## config.mk

```make
export PLATFORM = sky130hd
export DESIGN_NAME = mem_loader
export DESIGN_NICKNAME = d
export VERILOG_FILES = /design/src/rtl/loader_pkg.sv /design/src/rtl/uart_rx_byte.sv /design/src/rtl/mem_loader.sv
export SDC_FILE = /design/constraint.sdc
export NUM_CORES = 1
export LEC_CHECK = 0
export BUFFER_PORTS_ARGS = -buffer_cell sky130_fd_sc_hd__buf_2
export CORE_MARGIN = 10
export CORE_UTILIZATION = 45
export CTS_BUF_LIST = sky130_fd_sc_hd__clkbuf_2 sky130_fd_sc_hd__clkbuf_4 sky130_fd_sc_hd__clkbuf_8
export DETAILED_ROUTE_END_ITERATION = 7
export PLACE_DENSITY = 0.72
export SKIP_LAST_GASP = 1
export SLEW_MARGIN = 20
export SYNTH_ARGS = -nofsm -noshare
export SYNTH_HDL_FRONTEND = slang
export SYNTH_HIERARCHICAL = 1
export SYNTH_SLANG_ARGS = --single-unit
```

## constraint.sdc

```tcl
create_clock -name clk -period 17.11 [get_ports clk]
set_input_delay 5.133 -clock clk [delete_from_list [all_inputs] [get_ports clk]]
set_output_delay 5.133 -clock clk [all_outputs]
set_load 0.02 [all_outputs]
```

## src/rtl/loader_pkg.sv

```systemverilog
// Shared types and constants for the serial boot loader.
package loader_pkg;

  localparam logic [7:0] SYNC_BYTE = 8'hA5;

  typedef enum logic [2:0] {
    StIdle,
    StLenLo,
    StLenHi,
    StData,
    StCsum
  } load_state_e;

  typedef enum logic [1:0] {
    RxIdle,
    RxStart,
    RxData,
    RxStop
  } rx_state_e;

endpackage

```

## src/rtl/uart_rx_byte.sv

```systemverilog
// 8N1 UART byte receiver: input synchronizer, mid-bit sampling timer and LSB-first shifter.
module uart_rx_byte
  import loader_pkg::*;
#(
  parameter int unsigned CLKS_PER_BIT = 87
) (
  input  logic       clk,
  input  logic       rst,
  input  logic       uart_rx,
  output logic [7:0] byte_out,
  output logic       byte_valid,
  output logic       frame_err
);

  localparam int unsigned HALF_BIT = CLKS_PER_BIT / 2;

  rx_state_e   state;
  logic        rx_meta, rx_sync, rx_prev;
  logic [15:0] cnt;
  logic [2:0]  bit_idx;
  logic [7:0]  shreg;

  always_ff @(posedge clk or posedge rst) begin
    if (rst) begin
      // Synchronizer resets to the idle-high line level so reset release is not a start edge.
      rx_meta    <= 1'b1;
      rx_sync    <= 1'b1;
      rx_prev    <= 1'b1;
      state      <= RxIdle;
      cnt        <= '0;
      bit_idx    <= '0;
      shreg      <= '0;
      byte_out   <= '0;
      byte_valid <= 1'b0;
      frame_err  <= 1'b0;
    end else begin
      rx_meta    <= uart_rx;
      rx_sync    <= rx_meta;
      rx_prev    <= rx_sync;
      byte_valid <= 1'b0;
      frame_err  <= 1'b0;
      unique case (state)
        RxIdle: begin
          if (rx_prev && !rx_sync) begin
            state <= RxStart;
            cnt   <= '0;
          end
        end
        RxStart: begin
          if (cnt == 16'(HALF_BIT - 1)) begin
            cnt     <= '0;
            bit_idx <= '0;
            state   <= rx_sync ? RxIdle : RxData;
          end else begin
            cnt <= cnt + 16'd1;
          end
        end
        RxData: begin
          if (cnt == 16'(CLKS_PER_BIT - 1)) begin
            cnt     <= '0;
            shreg   <= {rx_sync, shreg[7:1]};
            bit_idx <= bit_idx + 3'd1;
            if (bit_idx == 3'd7) state <= RxStop;
          end else begin
            cnt <= cnt + 16'd1;
          end
        end
        RxStop: begin
          if (cnt == 16'(CLKS_PER_BIT - 1)) begin
            cnt   <= '0;
            state <= RxIdle;
            if (rx_sync) begin
              byte_out   <= shreg;
              byte_valid <= 1'b1;
            end else begin
              frame_err <= 1'b1;
            end
          end else begin
            cnt <= cnt + 16'd1;
          end
        end
        default: state <= RxIdle;
      endcase
    end
  end

endmodule

```

## src/rtl/mem_loader.sv

```systemverilog
// Serial boot loader: parses sync/length/data/checksum frames and writes little-endian words
// to sequential word-aligned addresses.
module mem_loader
  import loader_pkg::*;
#(
  parameter int unsigned CLKS_PER_BIT = 87,
  parameter int unsigned ADDR_WIDTH   = 11,
  parameter int unsigned GAP_TIMEOUT  = 65535
) (
  input  logic        clk,
  input  logic        rst,
  input  logic        uart_rx,
  output logic [31:0] mem_addr,
  output logic [31:0] mem_data,
  output logic        mem_we,
  output logic        loader_busy,
  output logic        load_done,
  output logic        load_err
);

  localparam int unsigned CAPACITY = 1 << (ADDR_WIDTH - 2);

  logic [7:0]  rx_byte;
  logic        rx_valid, rx_err;

  load_state_e state;
  logic [15:0] len, word_idx, len_rx;
  logic [1:0]  byte_cnt;
  logic [23:0] word_buf;
  logic [7:0]  csum;
  logic [31:0] gap_cnt;

  uart_rx_byte #(
    .CLKS_PER_BIT(CLKS_PER_BIT)
  ) u_rx (
    .clk       (clk),
    .rst       (rst),
    .uart_rx   (uart_rx),
    .byte_out  (rx_byte),
    .byte_valid(rx_valid),
    .frame_err (rx_err)
  );

  always_comb len_rx = {rx_byte, len[7:0]};

  always_ff @(posedge clk or posedge rst) begin
    if (rst) begin
      state       <= StIdle;
      len         <= '0;
      word_idx    <= '0;
      byte_cnt    <= '0;
      word_buf    <= '0;
      csum        <= '0;
      gap_cnt     <= '0;
      mem_addr    <= '0;
      mem_data    <= '0;
      mem_we      <= 1'b0;
      loader_busy <= 1'b0;
      load_done   <= 1'b0;
      load_err    <= 1'b0;
    end else begin
      mem_we    <= 1'b0;
      load_done <= 1'b0;
      if (rx_err || (state != StIdle && !rx_valid && gap_cnt == GAP_TIMEOUT - 1)) begin
        state       <= StIdle;
        loader_busy <= 1'b0;
        load_err    <= 1'b1;
        gap_cnt     <= '0;
      end else begin
        gap_cnt <= (state == StIdle || rx_valid) ? '0 : gap_cnt + 32'd1;
        if (rx_valid) begin
          unique case (state)
            StIdle: begin
              if (rx_byte == SYNC_BYTE) begin
                state       <= StLenLo;
                loader_busy <= 1'b1;
                load_err    <= 1'b0;
                csum        <= '0;
                word_idx    <= '0;
                byte_cnt    <= '0;
              end
            end
            StLenLo: begin
              len   <= {8'd0, rx_byte};
              state <= StLenHi;
            end
            StLenHi: begin
              len <= len_rx;
              if (32'(len_rx) > CAPACITY) begin
                state       <= StIdle;
                loader_busy <= 1'b0;
                load_err    <= 1'b1;
              end else begin
                state <= (len_rx == 16'd0) ? StCsum : StData;
              end
            end
            StData: begin
              csum     <= csum ^ rx_byte;
              byte_cnt <= byte_cnt + 2'd1;
              if (byte_cnt == 2'd3) begin
                mem_we   <= 1'b1;
                mem_addr <= {14'd0, word_idx, 2'b00};
                mem_data <= {rx_byte, word_buf};
                word_idx <= word_idx + 16'd1;
                if (word_idx + 16'd1 == len) state <= StCsum;
              end else begin
                word_buf <= {rx_byte, word_buf[23:8]};
              end
            end
            StCsum: begin
              state       <= StIdle;
              loader_busy <= 1'b0;
              if (rx_byte == csum) load_done <= 1'b1;
              else                 load_err  <= 1'b1;
            end
            default: state <= StIdle;
          endcase
        end
      end
    end
  end

endmodule
```

==> reports/metrics.cfg <==
[timing]
period_share_pct=36.2
relSlewSlack_pct=29.1
fin_skew_ps=17.5
hold_violations=0
finalMaxSlewViolations=0
timing.final.crit_period_ps=6200
worstMarginPinSlew_ps=1060
setup_ws_ps=10910
rsz0062_at_grt=false
fin_setup_tns_ps=0
finalSetupViolCount=0
timing.fmax_mhz=161

[setup_path]
cp.arrival_ps=6690
slowest_stage=buf_4
crit_chain=buf_2 -> inv_6 -> buf_4
path_max_fanout=83
worst-path-buf-inv=3
crit_family=buffers and inverters
start_kind=primary input
endpoint_kind=async pin
crit_path_max_incr_delay_ps=820
crit_type=in -> async
required_ps=17600

[hold_path]
min-delay-path-class=reg -> reg

[detailed_routing]
firstDrtPassIters=5
drt_iter0_drc=464
m1WireLength_um=9090
postRouteAntennaNets=0
wl_per_cell_um=15.5
viasPerCell=5.35
wl_um=19700
drc_errors=0
route.vias.total=6775
dr.max_layer_used=met4
wl_met2_um=9640
dr_wl_met3_um=656

[flow_run]
max_cap_viol_count=0

[cts]
path_clk_slew_ps=100
cts_setup_buffers=0
cts_hold_buf=0
ctsResizeCount=0
cts_made_buffers=17
clockBufferDepth=2
clkLatencyLatePin_ps=480
cts-htree-levels=4
cts_tree=done
cts.sinks=195
root_buffer=clkbuf_8

[synth]
async_reset_ff_share_pct=100
seq_area_frac_synth_pct=51.8
ys.flop_type=dfrtp_1
syn_area_um2=9430
yosysTopAreaCellShare_pct=50.9
synth_area_leaders=dfrtp_1 51%, nand2_1 7.6%, mux2_2 3.9%
yosysWarningCount=6
synthCells=959
syn_area_per_cell_um2=9.83
synth-seq-cells=195
synth_top_cell_by_area=dfrtp_1
synth.distinct_cells=70
synth_edf_count=0

[pwr]
finalPower_uw=855
peakVddDrop_mv=0.0978
power.leakage_uw=0.00483
power.density_nw_per_um2=83.7

[die]
row_count=52
die_w_um=165
dieHeight_um=165
dieArea_um2=27100
core_um2=20400
start_util_pct=46.2
io_pins=71

[placed_design]
placed_cells=1234
numPortBuffers=54
place_congestion=0.869
placed_cell_area_um2=9790
detailedPlace.worstSlack_ps=10330
hpwl_um=13100

[global_routing]
grt_max_degree=84
antenna_found_initial=0
grt-ovfl-total=0
grt_pass1_wl_um=33000
grt_pass1_vias=6591
track_usage_pct=14.7

[finish]
drive_above_1_share_pct=16.3
instances_no_fill=1266
final_area_um2=10200
areaGrowthSynthToFinish_pct=8.24
diodes=0
fin_nets=994

[run_status]
outcome=complete, no violations

==> routing by layer <==
layer	vias to the layer above	track usage, %
li1	3322	-
met1	3317	19.5
met3	19	2.61
met4	0	4.83
met5	-	0
met2	117	23.8
==> registers in the layout, indices dropped and copies added (netlist names), 2 cells and up, named ones only <==
name           flops
u_rx/bit_idx       3
word_buf          24
u_rx/byte_out      8
u_rx/cnt          16
len               16
byte_cnt           2
mem_data          32
gap_cnt           32
word_idx          16
u_rx/shreg         8
state              3
mem_addr          16
csum               8
==> per-stage QoR <==
| step | hold WS, ps | utilization, % |
|---|---|---|
| floorplan | 345 | - |
| global placement | 346 | 47.9 |
| detailed placement | 347 | 47.9 |
| CTS | 363 | 50.0 |
| global route | 369 | 50.0 |
| finish | 361 | 50.0 |
==> cells in the mapped netlist (4+ instances only) <==
cell type,instances
a21oi_1,23
a22o_1,9
a31oi_1,17
and3_1,15
and4_1,5
buf_2,11
buf_4,19
buf_6,4
clkbuf_1,38
dfrtp_1,192
ha_1,8
inv_1,25
mux2_2,33
mux2_4,8
nand2_1,190
nand2b_1,14
nand3_1,35
nand3b_1,5
nand4_1,15
nor2_1,71
nor2b_1,4
nor3_1,14
nor4_1,18
o21ai_0,40
o22ai_1,6
o2bb2ai_1,8
o31ai_1,4
or2_2,4
or3_1,6
or4_1,4
or4_4,4
xnor2_1,31
xor2_1,26
==> worst register-to-register path: cells and delay by family (launching register included) <==
kind	cells	cell delay, ps
AO/OA/AOI/OAI	2	400
flip-flops	1	510
AND/OR/NAND/NOR	3	1170
buffers and inverters	3	930
==> cells in the final DEF, fill, tap and decap left out, types with 4 or more instances in the layout <==
| master | n |
|---|---|
| dfrtp_1 | 192 |
| or4_1 | 4 |
| mux2_2 | 33 |
| nor2_1 | 70 |
| and3_1 | 15 |
| o31ai_1 | 4 |
| a31oi_1 | 17 |
| clkbuf_8 | 17 |
| o21ai_0 | 40 |
| a21oi_1 | 23 |
| o2bb2ai_1 | 8 |
| conb_1 | 16 |
| or2_2 | 4 |
| nor2b_1 | 4 |
| buf_4 | 8 |
| inv_1 | 24 |
| mux2_4 | 8 |
| nand4_1 | 15 |
| and4_1 | 5 |
| or4_4 | 4 |
| nor4_1 | 17 |
| buf_2 | 54 |
| inv_8 | 4 |
| a22o_1 | 9 |
| xnor2_1 | 31 |
| clkinv_8 | 4 |
| o22ai_1 | 6 |
| xor2_1 | 26 |
| or3_1 | 6 |
| ha_1 | 8 |
| nand2b_1 | 14 |
| nor3_1 | 14 |
| nand3b_1 | 5 |
| nand3_1 | 35 |
| nand2_1 | 189 |
==> cell type report <==
cell class | count | area [µm²]
tap | 270 | 338
inverter | 27 | 106
clock inverter | 15 | 188
sequential | 195 | 4880
clock buffer | 17 | 234
timing repair buffer | 62 | 330
fill | 1879 | 10200
multi-input combinational | 680 | 4130
==> cell families (layout without fill, tap and decap cells) <==
kind of cell | Yosys count | count (layout) | share of synthesized area (%)
AOI/OAI and AO/OA | 135 | 135 | 9.41
xor gates and xnor gates | 57 | 57 | 5.29
adders and majority gates | 8 | 8 | 1.06
buffers and inverters | 99 | 121 | 5.16
DFF | 195 | 195 | 51.8
muxes | 41 | 41 | 5.21
other | 1 | 16 | 0.0398
and+or+nand+nor | 423 | 423 | 22.0
==> final timing paths <==
check                                    startpoint                      end  slack [ps]  cells past startpoint
hold reg to reg              u_rx/rx_meta$_DFF_PP1_   u_rx/rx_sync$_DFF_PP1_         360                      0
min in group asynchronous                       rst    gap_cnt[11]$_DFF_PP0_        4750                      2
setup / recovery                                rst      csum[0]$_DFFE_PP0P_       10910                      3
hold / removal               u_rx/rx_meta$_DFF_PP1_   u_rx/rx_sync$_DFF_PP1_         360                      0
max in group clk           mem_data[28]$_DFFE_PP0P_             mem_data[28]       10910                      1
setup reg to reg               state[2]$_DFFE_PP0P_  word_idx[6]$_DFFE_PP0P_       14020                      8
==> report_power, final <==
group          switching, µW  leakage (µW)  internal (µW)
registers               14.8       0.00271            468
clock network            183      0.000209            125
logic                   41.8       0.00192           22.1
Note: power is estimated with default switching activity, not from simulation.
